`config.mk`:
```
export PLATFORM = sky130hd
export DESIGN_NAME = ser_to_par_align
export DESIGN_NICKNAME = d
export VERILOG_FILES = /design/src/rtl/ser_to_par_align.sv
export SDC_FILE = /design/constraint.sdc
export NUM_CORES = 1
export LEC_CHECK = 0
export ABC_AREA = 1
export CORE_ASPECT_RATIO = 0.75
export CORE_MARGIN = 5
export CORE_UTILIZATION = 53
export CTS_BUF_LIST = sky130_fd_sc_hd__clkbuf_16
export CTS_CLUSTER_SIZE = 25
export DETAILED_ROUTE_END_ITERATION = 8
export GPL_TIMING_DRIVEN = 0
export PLACE_DENSITY_LB_ADDON = 0.12
export SYNTH_ARGS = -nofsm -noshare
export SYNTH_HDL_FRONTEND = slang
export SYNTH_SLANG_ARGS = --single-unit
export TNS_END_PERCENT = 100
```
`constraint.sdc`:
```
create_clock -name clk_i -period 2.73 [get_ports clk_i]
set_input_delay 0.4095 -clock clk_i [delete_from_list [all_inputs] [get_ports clk_i]]
set_output_delay 0.4095 -clock clk_i [all_outputs]
set_load 0.05 [all_outputs]
```
`src/rtl/ser_to_par_align.sv`:
```
// ser_to_par_align
//   Serial-to-parallel receiver with COM-based symbol alignment. Bits arrive
//   MSB first, one per clock when serial_valid_i is high. The receiver hunts
//   for a COM symbol on every bit, confirms the boundary with LOCK_COUNT
//   consecutive aligned COMs, then emits data symbols and strips COM/IDLE.
//   Lock is dropped when MAX_GAP boundary words pass without a COM.
// Ports
//   clk_i           clock, rising edge
//   reset_i         synchronous, active-high
//   serial_i        serial data bit, symbol MSB first
//   serial_valid_i  serial_i valid this cycle; low freezes the receiver
//   data_o          last received data symbol (held between strobes)
//   valid_o         one-cycle strobe: data_o carries a new symbol
//   locked_o        receiver is aligned
module ser_to_par_align #(
   parameter int               WIDTH      = 8,
   parameter logic [WIDTH-1:0] COM        = 8'hBC,
   parameter logic [WIDTH-1:0] IDLE       = 8'h7C,
   parameter int               LOCK_COUNT = 4,
   parameter int               MAX_GAP    = 16
) (
   input  logic             clk_i,
   input  logic             reset_i,
   input  logic             serial_i,
   input  logic             serial_valid_i,
   output logic [WIDTH-1:0] data_o,
   output logic             valid_o,
   output logic             locked_o
);

   localparam int BW = $clog2(WIDTH);
   localparam int CW = $clog2(LOCK_COUNT + 1);
   localparam int GW = $clog2(MAX_GAP + 1);

   typedef enum logic [1:0] {S_SEARCH, S_ALIGN, S_LOCKED} state_t;

   state_t           state_q, state_d;
   logic [WIDTH-1:0] sr_q, sr_d, sr_next;
   logic [BW-1:0]    bit_cnt_q, bit_cnt_d;
   logic [CW-1:0]    com_cnt_q, com_cnt_d;
   logic [GW-1:0]    gap_cnt_q, gap_cnt_d;
   logic [WIDTH-1:0] data_q, data_d;
   logic             valid_q, valid_d;
   logic             boundary;

   assign sr_next  = {sr_q[WIDTH-2:0], serial_i};
   assign boundary = (bit_cnt_q == BW'(WIDTH - 1));

   always_comb begin
      state_d   = state_q;
      sr_d      = sr_q;
      bit_cnt_d = bit_cnt_q;
      com_cnt_d = com_cnt_q;
      gap_cnt_d = gap_cnt_q;
      data_d    = data_q;
      valid_d   = 1'b0;
      if (serial_valid_i) begin
         sr_d      = sr_next;
         bit_cnt_d = boundary ? '0 : bit_cnt_q + 1'b1;
         case (state_q)
            S_SEARCH: begin
               // Bit-by-bit hunt; a match defines the boundary at this bit.
               bit_cnt_d = '0;
               if (sr_next == COM) begin
                  com_cnt_d = CW'(1);
                  gap_cnt_d = '0;
                  state_d   = (LOCK_COUNT == 1) ? S_LOCKED : S_ALIGN;
               end
            end
            S_ALIGN: begin
               if (boundary) begin
                  if (sr_next == COM) begin
                     com_cnt_d = com_cnt_q + 1'b1;
                     if (com_cnt_q == CW'(LOCK_COUNT - 1)) begin
                        state_d   = S_LOCKED;
                        gap_cnt_d = '0;
                     end
                  end else begin
                     // Misaligned: restart the hunt from the next bit only.
                     state_d   = S_SEARCH;
                     com_cnt_d = '0;
                  end
               end
            end
            S_LOCKED: begin
               if (boundary) begin
                  if (sr_next == COM) begin
                     gap_cnt_d = '0;
                  end else if (gap_cnt_q == GW'(MAX_GAP - 1)) begin
                     // Too long without COM: drop this word and lose lock.
                     state_d   = S_SEARCH;
                     com_cnt_d = '0;
                     gap_cnt_d = '0;
                  end else begin
                     gap_cnt_d = gap_cnt_q + 1'b1;
                     if (sr_next != IDLE) begin
                        data_d  = sr_next;
                        valid_d = 1'b1;
                     end
                  end
               end
            end
            default: begin
               state_d = S_SEARCH;
            end
         endcase
      end
   end

   always_ff @(posedge clk_i) begin
      if (reset_i) begin
         state_q   <= S_SEARCH;
         sr_q      <= '0;
         bit_cnt_q <= '0;
         com_cnt_q <= '0;
         gap_cnt_q <= '0;
         data_q    <= '0;
         valid_q   <= 1'b0;
      end else begin
         state_q   <= state_d;
         sr_q      <= sr_d;
         bit_cnt_q <= bit_cnt_d;
         com_cnt_q <= com_cnt_d;
         gap_cnt_q <= gap_cnt_d;
         data_q    <= data_d;
         valid_q   <= valid_d;
      end
   end

   assign data_o   = data_q;
   assign valid_o  = valid_q;
   assign locked_o = (state_q == S_LOCKED);

endmodule

```
==> metrics <==
clock power share 50.7%; IO Pins 14; initial antenna violation count 0; crit path DAT 1.92 ns; fin crit share 85.4%; die width 71.9 um; switching share of power 21.0%; Post-synth ARST share 0%; Min-Delay Path Class reg -> reg; NetSw 205 uW; kind of start point of the critical path register; Post-synth EDFFs 0; CTS Buf Count 5; vias in the first global route 1312; Hold Slack 0.477 ns; first-pass GRT wire length 5.49 mm; Inserted Diodes 0; Total Wirelength 3.05 mm; Crit-path slowest cell clkdlybuf4s50_1; post-synthesis sequential area ratio 38.1%; Syn Std Cell Area 1520 sq um; Core Region 2680 sq um; Initial Utilization 56.8%; WP buf/inv 2; CP required 2.32 ns; Clock transition at path regs 0.05 ns; Clock Path Buffers 2; WS Path Type reg -> out; Rel. slew slack 66.7%; FP Rows 16; critical-path cell list inv_1 > ha_1 > clkdlybuf4s50_1; Syn Inst Count 204; Skew-Pair Late Insertion Delay 0.27 ns; routability congestion estimate 0.881; Tightest Pin Transition 0.497 ns; H-Tree Depth 2; Final min period 2.33 ns; Port Buffers 13; # DRC 0; initial DRC count 49; antenna-violating nets left 0; layout cells sized above 1 16.6%; TritonCTS clock tree built; Comb power frac 4.4%; Mean Syn Cell Area 7.46 sq um; unrepaired setup endpoints after global routing no; setup violators final 0; Post-CTS Setup Inserts 0; crit path max fanout 8; Yosys cell types 29; Clock Sink Count 29; Post-synth top flop dfxtp_1; hold bufs inserted after CTS 0; clk root buf clkbuf_16; CP peak stage delay 0.88 ns; cell taking the most area after synthesis dfxtp_1; Clock Skew 0.00435 ns; status completed; Synth top area share 38.1%; die height 56.4 um; Final Slew Violations 0; DR WL/cell 11.8 um; crit end category primary output; power per standard cell area 533 nW/um^2; Top Family by Delay on Critical Path buffers and inverters; max-cap check violation count 0; Synth warnings 0; # resized after CTS 0; fill count 236; max frequency 0.429 GHz; number of vias per cell 4.99; DPL Wire Length 2.35 mm; Leak 0.000817 uW; Peak VDD IR 0.471 mV; Initial DRT Pass Iterations 4; Sum Neg Setup Slack 0 ns; fin nets 236; leading post-synthesis cells by cell area dfxtp_1 38%, nor2_1 9.6%, nand2_1 7.9%; Die Area 4060 sq um; largest net degree at the start of global routing 11; Area growth syn-to-layout 20.0%; via count 1292; Synth Register Bits 29; sequential power share 44.9%; Int Pwr 770 uW; Hold Vio Cnt, Final 0; GRT Total Usage 16.8%; Mapped Nets 216; GR Overflow Total 0
[state kept, by name, summed over array words and instances (netlist names)]
signal     flops
sr_q           7
data_o         8
com_cnt_q      3
state_q        2
bit_cnt_q      3
gap_cnt_q      5
valid_o        1
[stage by stage]
stage | utilization [%] | setup slack, ns | total power (uW) | cell area (sq um) | instances
2_1_floorplan | - | 1.03 | 474 | 1520 | 204
3_3_place_gp | 63.3 | 0.704 | 486 | 1700 | 253
3_5_place_dp | 63.3 | 0.689 | 488 | 1700 | 253
4_1_cts | 68.1 | 0.396 | 981 | 1830 | 259
5_1_grt | 68.1 | 0.306 | 1010 | 1830 | 259
6_report | 68.1 | 0.399 | 975 | 1830 | 259
[Yosys cell counts (all sizes together), types with 2 or more instances]
master,number
nor2,45
nand2,40
dfxtp,29
inv,26
o21ai,18
a21oi,14
nand3,13
ha,8
buf,2
nor3,2
[routing by layer]
layer | track usage [%] | part of all wire, % | up-vias
li1 | - | - | 688
met4 | 5.90 | 0.39 | 0
met1 | 21.0 | 52 | 588
met2 | 27.4 | 44 | 14
met5 | 0 | 0 | -
met3 | 5.17 | 3.5 | 2
[path summary, 6_finish.rpt]
kind	from	end	slack, ns	depth (start not counted)
hold / removal	gap_cnt_q[4]	gap_cnt_q[4]	0.48	2
setup / recovery	state_q[0]	locked_o	0.40	3
setup reg to reg	state_q[0]	gap_cnt_q[1]	1.02	8
hold reg to reg	gap_cnt_q[4]	gap_cnt_q[4]	0.48	2
[cell type report]
cell class / instances / area, sq um / share of cell area [%]
multi-input combinational: 146 / 826 / 45.2
sequential: 29 / 581 / 31.8
timing repair buffer: 13 / 130 / 7.12
clock buffer: 5 / 125 / 6.84
inverter: 26 / 100 / 5.48
tap: 36 / 45.0 / 2.46
buffer: 3 / 16.3 / 0.890
clock inverter: 1 / 5.00 / 0.274
[kinds of logic after synthesis]
group           after synthesis  share of synthesized area [%]
flops                        29                           38.1
simple gates                103                           34.3
xor+xnor                      1                          0.575
compound gates               34                           12.7
buf+inv                      29                           7.64
fa+ha+maj                     8                           6.57
[cells in the final DEF (no fill, tap or decap), drive strengths merged]
cell and n:
a21boi 1, a21oi 14, buf 2, clkbuf 6, clkdlybuf4s50 13, clkinv 1, dfxtp 29, ha 8
inv 26, nand2 40, nand3 13, nand3b 1, nand4 1, nor2 45, nor3 2, o21ai 18
o21bai 1, or2 1, xor2 1
[power by group through the flow]
stage	sequential, uW	clock (uW)	combinational [uW]
floorplan	445	0	29.2
global placement	446	0	40.6
detailed placement	446	0	42.2
CTS	438	500	42.7
global route	438	522	47.8
finish	438	494	42.8
[tightest hold or removal path, stage by stage, from the launching register on]
cell	delay [ns]
dfxtp_1	0.32
o21ai_1	0.07
nor2_1	0.04
Note: power is estimated with default switching activity, not from simulation.
